**src/rtl/pwm_soc_pkg.sv**
```systemverilog
// Shared opcodes, response bytes and FSM state types for the PWM/UART SoC.
package pwm_soc_pkg;

  localparam logic [7:0] OP_DUTY   = 8'h44;
  localparam logic [7:0] OP_PERIOD = 8'h50;
  localparam logic [7:0] OP_EN     = 8'h45;
  localparam logic [7:0] OP_DIS    = 8'h58;
  localparam logic [7:0] OP_READ   = 8'h52;

  localparam logic [7:0] RSP_ACK   = 8'h4B;
  localparam logic [7:0] RSP_ERR   = 8'h3F;

  typedef enum logic [1:0] {RX_IDLE, RX_START, RX_DATA, RX_STOP} rx_state_e;
  typedef enum logic [1:0] {TX_IDLE, TX_START, TX_DATA, TX_STOP} tx_state_e;
  typedef enum logic       {CMD_OP, CMD_ARG} cmd_state_e;

endpackage

```
**src/rtl/pwm_uart_soc_if.sv**
```systemverilog
// Board-facing pins of the SoC: serial RX/TX and the PWM output.
interface pwm_uart_soc_if;
  logic RXD;
  logic TXD;
  logic PWM;

  modport master (output RXD, input TXD, input PWM);
  modport slave  (input RXD, output TXD, output PWM);
endinterface

```
**src/rtl/pwm_uart_rx.sv**
```systemverilog
// UART 8N1 receiver: 2-FF synchronizer, falling-edge start detect with a
// mid-start-bit glitch recheck, LSB-first sampling, bad stop bits drop the byte.
module pwm_uart_rx
  import pwm_soc_pkg::*;
#(
  parameter int CLKS_PER_BIT = 104
) (
  input  logic       i_clk,
  input  logic       i_rst_n,
  input  logic       i_rxd,
  output logic       o_valid,
  output logic [7:0] o_data
);

  localparam int            CW        = $clog2(CLKS_PER_BIT + 1);
  localparam logic [CW-1:0] HALF_LAST = CW'(CLKS_PER_BIT / 2 - 1);
  localparam logic [CW-1:0] BIT_LAST  = CW'(CLKS_PER_BIT - 1);

  rx_state_e     r_state;
  logic [CW-1:0] r_cnt;
  logic [2:0]    r_bit;
  logic          r_sync1, r_sync2, r_prev, r_valid;
  logic [7:0]    r_shift, r_data;
  logic          w_bit_end;

  assign w_bit_end = (r_cnt == BIT_LAST);

  // Start needs a high-to-low edge, so after a framing error the line must
  // return high before another frame can begin.
  always_ff @(posedge i_clk or negedge i_rst_n) begin
    if (!i_rst_n) begin
      r_sync1 <= 1'b1;
      r_sync2 <= 1'b1;
      r_prev  <= 1'b1;
      r_state <= RX_IDLE;
      r_cnt   <= '0;
      r_bit   <= '0;
      r_valid <= 1'b0;
    end else begin
      r_sync1 <= i_rxd;
      r_sync2 <= r_sync1;
      r_prev  <= r_sync2;
      r_valid <= 1'b0;
      case (r_state)
        RX_IDLE: begin
          if (r_prev && !r_sync2) begin
            r_state <= RX_START;
            r_cnt   <= '0;
          end
        end
        RX_START: begin
          if (r_cnt == HALF_LAST) begin
            r_cnt   <= '0;
            r_bit   <= '0;
            r_state <= r_sync2 ? RX_IDLE : RX_DATA;
          end else begin
            r_cnt <= r_cnt + 1'b1;
          end
        end
        RX_DATA: begin
          if (w_bit_end) begin
            r_cnt <= '0;
            r_bit <= r_bit + 1'b1;
            if (r_bit == 3'd7) r_state <= RX_STOP;
          end else begin
            r_cnt <= r_cnt + 1'b1;
          end
        end
        RX_STOP: begin
          if (w_bit_end) begin
            r_state <= RX_IDLE;
            r_valid <= r_sync2;
          end else begin
            r_cnt <= r_cnt + 1'b1;
          end
        end
        default: r_state <= RX_IDLE;
      endcase
    end
  end

  always_ff @(posedge i_clk) begin
    if (r_state == RX_DATA && w_bit_end) r_shift <= {r_sync2, r_shift[7:1]};
    if (r_state == RX_STOP && w_bit_end) r_data  <= r_shift;
  end

  assign o_valid = r_valid;
  assign o_data  = r_data;

endmodule

```
**src/rtl/pwm_uart_soc.sv**
```systemverilog
// PWM peripheral controlled over UART: byte command decoder, response
// transmitter with a one-entry pending slot, and a shadowed PWM generator.
module pwm_uart_soc
  import pwm_soc_pkg::*;
#(
  parameter int CLK_FREQ = 12000000,
  parameter int BAUD     = 115200,
  parameter int PWM_W    = 8
) (
  input  logic           CLK,
  input  logic           RESET,
  pwm_uart_soc_if.slave  bus
);

  localparam int               CLKS_PER_BIT = CLK_FREQ / BAUD;
  localparam int               CW           = $clog2(CLKS_PER_BIT + 1);
  localparam logic [CW-1:0]    BIT_LAST     = CW'(CLKS_PER_BIT - 1);
  localparam logic [PWM_W-1:0] PER_RST      = PWM_W'(255);

  logic       w_rx_valid;
  logic [7:0] w_rx_data;

  pwm_uart_rx #(.CLKS_PER_BIT(CLKS_PER_BIT)) u_rx (
    .i_clk   (CLK),
    .i_rst_n (RESET),
    .i_rxd   (bus.RXD),
    .o_valid (w_rx_valid),
    .o_data  (w_rx_data)
  );

  cmd_state_e       r_cmd_st;
  logic [7:0]       r_op;
  logic [PWM_W-1:0] r_per_sh, r_duty_sh, r_per, r_duty, r_cnt;
  logic             r_en, r_pwm;
  logic             w_rsp_vld;
  logic [7:0]       w_rsp;

  always_comb begin
    w_rsp_vld = 1'b0;
    w_rsp     = RSP_ACK;
    if (w_rx_valid) begin
      if (r_cmd_st == CMD_ARG) begin
        w_rsp_vld = 1'b1;
      end else begin
        case (w_rx_data)
          OP_DUTY, OP_PERIOD: w_rsp_vld = 1'b0;
          OP_EN, OP_DIS:      w_rsp_vld = 1'b1;
          OP_READ: begin
            w_rsp_vld = 1'b1;
            w_rsp     = 8'(r_duty_sh);
          end
          default: begin
            w_rsp_vld = 1'b1;
            w_rsp     = RSP_ERR;
          end
        endcase
      end
    end
  end

  always_ff @(posedge CLK or negedge RESET) begin
    if (!RESET) begin
      r_cmd_st  <= CMD_OP;
      r_op      <= '0;
      r_per_sh  <= PER_RST;
      r_duty_sh <= '0;
      r_en      <= 1'b1;
    end else if (w_rx_valid) begin
      if (r_cmd_st == CMD_ARG) begin
        r_cmd_st <= CMD_OP;
        if (r_op == OP_DUTY) r_duty_sh <= PWM_W'(w_rx_data);
        else                 r_per_sh  <= PWM_W'(w_rx_data);
      end else begin
        case (w_rx_data)
          OP_DUTY, OP_PERIOD: begin
            r_cmd_st <= CMD_ARG;
            r_op     <= w_rx_data;
          end
          OP_EN:   r_en <= 1'b1;
          OP_DIS:  r_en <= 1'b0;
          default: ;
        endcase
      end
    end
  end

  // Shadow registers move to the active set only at wrap, so a running
  // cycle always completes with the settings it started with.
  logic w_wrap;
  assign w_wrap = (r_cnt == r_per);

  always_ff @(posedge CLK or negedge RESET) begin
    if (!RESET) begin
      r_cnt  <= '0;
      r_per  <= PER_RST;
      r_duty <= '0;
      r_pwm  <= 1'b0;
    end else begin
      r_cnt <= w_wrap ? '0 : r_cnt + 1'b1;
      if (w_wrap) begin
        r_per  <= r_per_sh;
        r_duty <= r_duty_sh;
      end
      r_pwm <= r_en && (r_cnt < r_duty);
    end
  end

  tx_state_e     r_tx_st;
  logic [CW-1:0] r_tx_cnt;
  logic [2:0]    r_tx_bit;
  logic          r_txd, r_pend_vld;
  logic [7:0]    r_tx_shift, r_pend;
  logic          w_tx_load, w_tx_end, w_pend_wr;

  assign w_tx_load = (r_tx_st == TX_IDLE) && r_pend_vld;
  assign w_tx_end  = (r_tx_cnt == BIT_LAST);
  assign w_pend_wr = w_rsp_vld && (!r_pend_vld || w_tx_load);

  always_ff @(posedge CLK or negedge RESET) begin
    if (!RESET) begin
      r_tx_st    <= TX_IDLE;
      r_tx_cnt   <= '0;
      r_tx_bit   <= '0;
      r_txd      <= 1'b1;
      r_pend_vld <= 1'b0;
    end else begin
      if (w_tx_load) r_pend_vld <= 1'b0;
      if (w_pend_wr) r_pend_vld <= 1'b1;
      case (r_tx_st)
        TX_IDLE: begin
          if (w_tx_load) begin
            r_tx_st  <= TX_START;
            r_txd    <= 1'b0;
            r_tx_cnt <= '0;
          end
        end
        TX_START: begin
          if (w_tx_end) begin
            r_tx_st  <= TX_DATA;
            r_txd    <= r_tx_shift[0];
            r_tx_cnt <= '0;
            r_tx_bit <= '0;
          end else begin
            r_tx_cnt <= r_tx_cnt + 1'b1;
          end
        end
        TX_DATA: begin
          if (w_tx_end) begin
            r_tx_cnt <= '0;
            if (r_tx_bit == 3'd7) begin
              r_tx_st <= TX_STOP;
              r_txd   <= 1'b1;
            end else begin
              r_tx_bit <= r_tx_bit + 1'b1;
              r_txd    <= r_tx_shift[1];
            end
          end else begin
            r_tx_cnt <= r_tx_cnt + 1'b1;
          end
        end
        TX_STOP: begin
          if (w_tx_end) r_tx_st  <= TX_IDLE;
          else          r_tx_cnt <= r_tx_cnt + 1'b1;
        end
        default: r_tx_st <= TX_IDLE;
      endcase
    end
  end

  always_ff @(posedge CLK) begin
    if (w_tx_load)                          r_tx_shift <= r_pend;
    else if (r_tx_st == TX_DATA && w_tx_end) r_tx_shift <= {1'b0, r_tx_shift[7:1]};
    if (w_pend_wr) r_pend <= w_rsp;
  end

  assign bus.TXD = r_txd;
  assign bus.PWM = r_pwm;

endmodule

```
**src/flat_wrapper.sv**
```systemverilog
// flat-port wrapper written by rule: the top's interface ports become plain ports
module pwm_uart_soc_flat import pwm_soc_pkg::*;
#(
  parameter int CLK_FREQ = 12000000,
  parameter int BAUD     = 115200,
  parameter int PWM_W    = 8
)
  (CLK, RESET, bus_RXD, bus_TXD, bus_PWM);
  pwm_uart_soc_if bus_i ();
  input  logic CLK;
  input  logic RESET;
  input wire logic [$bits(bus_i.RXD)-1:0] bus_RXD;
  output wire logic [$bits(bus_i.TXD)-1:0] bus_TXD;
  output wire logic [$bits(bus_i.PWM)-1:0] bus_PWM;
  assign bus_i.RXD = bus_RXD;
  assign bus_TXD = bus_i.TXD;
  assign bus_PWM = bus_i.PWM;
  pwm_uart_soc #(.CLK_FREQ(CLK_FREQ), .BAUD(BAUD), .PWM_W(PWM_W)) u_core (.CLK(CLK), .RESET(RESET), .bus(bus_i));
endmodule
```
**config.mk**
```make
export PLATFORM = sky130hd
export DESIGN_NAME = pwm_uart_soc_flat
export DESIGN_NICKNAME = d
export VERILOG_FILES = /design/src/rtl/pwm_soc_pkg.sv /design/src/rtl/pwm_uart_soc_if.sv /design/src/rtl/pwm_uart_rx.sv /design/src/rtl/pwm_uart_soc.sv /design/src/flat_wrapper.sv
export SDC_FILE = /design/constraint.sdc
export NUM_CORES = 1
export LEC_CHECK = 0
export BUFFER_PORTS_ARGS = -buffer_cell sky130_fd_sc_hd__buf_4
export CORE_MARGIN = 5
export CORE_UTILIZATION = 50
export DETAILED_ROUTE_END_ITERATION = 10
export GPL_TIMING_DRIVEN = 0
export PLACE_DENSITY = 0.68
export SYNTH_ARGS = -nofsm -noshare
export SYNTH_HDL_FRONTEND = slang
export SYNTH_SLANG_ARGS = --single-unit
export TNS_END_PERCENT = 1
```
**constraint.sdc**
```tcl
create_clock -name CLK -period 2.15 [get_ports CLK]
set_clock_uncertainty 0.2 [all_clocks]
set_input_delay 0.215 -clock CLK [delete_from_list [all_inputs] [get_ports CLK]]
set_output_delay 0.215 -clock CLK [all_outputs]
set_load 0.005 [all_outputs]
```
==> impl_metrics.ini <==
[yosys]
yosys_warnings = 0
synth_seq_area_share_pct = 58.8
synth_edf_count = 32
syn-num-nets = 436
synth-async-reset-ratio_pct = 71.7
synth.area.top_cells = dfrtp_1, edfxtp_1, dfstp_2
synth_top_area_share_pct = 29.3
yosysTopAreaCell = dfrtp_1
synthCells = 413
syn_area_um2 = 5120
ys_ff_latch = 113
synth-main-ff-cell = dfrtp_1
synth.distinct_cells = 49
avgSynthCellArea_um2 = 12.4

[grt]
antenna_found_initial = 0
grt_pass1_wl_mm = 16.3
grt_max_degree = 82
grt_pass1_vias = 3374
grt_overflow = 0
grt_usage_pct = 16.4

[clocking]
clock_latency_ns = 0.51
clockBufferDepth = 2
cts_root_buf = clkbuf_8
cts.sinks = 113
cts_tree = yes
path_clk_slew_ns = 0.06
cts_max_level = 4
cts_buffers = 17

[power]
power.switching_w = 0.00119
power_w = 0.00519
p_sw_share_pct = 23.0
combinationalPowerShare_pct = 4.8
power_frac_seq_pct = 44.9
power.internal_w = 0.00400
p_per_area_nw_per_um2 = 862
p_leak_nw = 2.51
clock_power_share_pct = 50.2
peakVddDrop_uv = 631

[timing]
fmax_mhz = 426
rsz0062_at_grt = yes
hold_ws_ns = 0.157
hold_violations = 0
setup_slack_ns = -0.195
setup_viol = 15
maxSlewViolCount = 0
period_share_pct = 109
tightestPinTransition_ns = 1.02
slew_headroom_pct = 31.9
post-route-min-period_ns = 2.35
setup_tns_ns = -1.53

[layout]
final_cell_mix = dfrtp_1, mux2_2, edfxtp_1
syn_to_final_growth_pct = 17.6
fillers = 797
final_common_cell = dfrtp_1
fin_nets = 463
diodes = 0
drive_gt1_share_pct = 27.2

[place]
post-place-ws_ns = -0.457
place.gp.congestion = 0.838
io_buffers = 4
dp_hpwl_mm = 6.06

[route]
antenna_left = 0
post-route-drc-count = 0
first_pass_iters = 5
vias_per_cell = 5.44
drt_wl_total_mm = 9.36
drt_iter0_markers = 146
wl_per_cell_um = 15.9
vias = 3202

[floorplan]
rows = 37
die_y_um = 111
ios = 5
initial_core_util_pct = 50.5
dieArea_um2 = 12400
die_w_um = 111
coreArea_um2 = 10100

[worst_setup_path]
arrival_ns = 2.39
critPathLaunchType = flip-flop
cp_max_fo = 8
setup.worst_path.end_class = flip-flop
crit_required_ns = 2.20
timing_worst_setup_path_type = reg -> reg

[outcome]
violations = negative setup slack
status = finished with violations

[job]
max_cap_viol_count = 0

[worst_hold_path]
hp-class = in -> reg
==> registers in the layout (all words and copies together), names as in the netlist, 2 cells and up, named ones only <==
name                 cells
u_core.u_rx.r_bit        3
u_core.r_tx_cnt          7
u_core.r_per             8
u_core.r_pend            8
u_core.u_rx.r_cnt        7
u_core.r_tx_shift        8
u_core.r_cnt             8
u_core.r_per_sh          8
u_core.u_rx.o_data       8
u_core.r_duty            8
u_core.r_duty_sh         8
u_core.r_op              8
u_core.r_tx_st           2
u_core.u_rx.r_shift      8
u_core.r_tx_bit          3
==> cells in the mapped netlist (4+ instances only) <==
cell / instances
dfstp_2: 21
nand2_1: 22
and3_1: 5
mux2_2: 41
and2_1: 11
ha_1: 20
xnor2_1: 12
clkbuf_1: 8
inv_1: 17
nor4b_1: 5
nor3_1: 5
edfxtp_1: 32
a31oi_1: 4
nand4_1: 5
o21ai_0: 17
o21a_1: 6
a211oi_1: 4
xor2_1: 6
nand2b_1: 8
dfrtp_1: 60
a21oi_1: 18
nand3_1: 17
nor2_1: 27
==> metal layers <==
| metal | GRT usage, % | vias to the layer above | wire (µm) |
|---|---|---|---|
| li1 | - | 1556 | - |
| met1 | 22.0 | 1593 | 4380 |
| met2 | 25.5 | 45 | 4570 |
| met3 | 5.02 | 8 | 309 |
| met4 | 5.43 | 0 | 103 |
| met5 | 0 | - | 0 |
==> path summary, 6_finish.rpt <==
check,from,end,slack (ns),depth (start not counted)
max,u_core.u_rx.o_data[5],u_core.r_pend[0],-0.20,3
min,bus_RXD,u_core.u_rx.r_sync1,0.16,2
max reg2reg,u_core.u_rx.o_data[5],u_core.r_pend[0],-0.20,3
min reg2reg,u_core.u_rx.r_sync1,u_core.u_rx.r_sync2,0.16,0
max in group asynchronous,RESET,u_core.u_rx.r_cnt[0],0.84,2
min in group asynchronous,RESET,u_core.r_tx_bit[0],0.20,2
==> critical path, stage by stage, from the launching register on <==
cell	delay, ns
edfxtp_1	0.42
or4b_4	0.58
or4b_4	0.55
or3_1	0.33
==> power groups by stage <==
stage / Combinational, W / Sequential, W / Clock, W
2_1_floorplan: 0.000161 / 0.00233 / 0
3_3_place_gp: 0.000219 / 0.00235 / 0
3_5_place_dp: 0.000225 / 0.00235 / 0
4_1_cts: 0.000250 / 0.00233 / 0.00266
5_1_grt: 0.000288 / 0.00234 / 0.00278
6_report: 0.000252 / 0.00233 / 0.00261
==> repair_timing <==
item                                    CTS  global route
setup buffers                             3             0
pin swaps                                 1             1
endpoints found under the hold margin    61             0
hold buffers                              2             0
endpoints found under the setup margin   61            55
resized for setup                        16            10
==> cell type report <==
| cell class | instances | area [µm²] | share of cell area [%] |
|---|---|---|---|
| Tap cell | 136 | 170 | 2.83 |
| Timing Repair Buffer | 9 | 85.1 | 1.41 |
| Multi-Input combinational cell | 274 | 2090 | 34.7 |
| Clock inverter | 14 | 143 | 2.37 |
| Inverter | 17 | 67.6 | 1.12 |
| Sequential cell | 113 | 3020 | 50.1 |
| Buffer | 8 | 36.3 | 0.602 |
| Clock buffer | 18 | 418 | 6.94 |
==> stage by stage <==
step | cells | instance area, µm² | util (%)
6_report | 589 | 6020 | 59.4
5_1_grt | 589 | 6020 | 59.4
4_1_cts | 589 | 6000 | 59.1
3_5_place_dp | 553 | 5320 | 52.5
3_3_place_gp | 553 | 5320 | 52.5
2_1_floorplan | 413 | 5120 | -
==> cell families after synthesis <==
family | synth area share, %
adders and majority gates | 4.88
and+or+nand+nor | 13.1
xor gates and xnor gates | 3.08
muxes | 9.60
DFF | 58.8
AOI/OAI and AO/OA | 8.43
buffers and inverters | 2.05
Power figures use the tool's default switching activity.
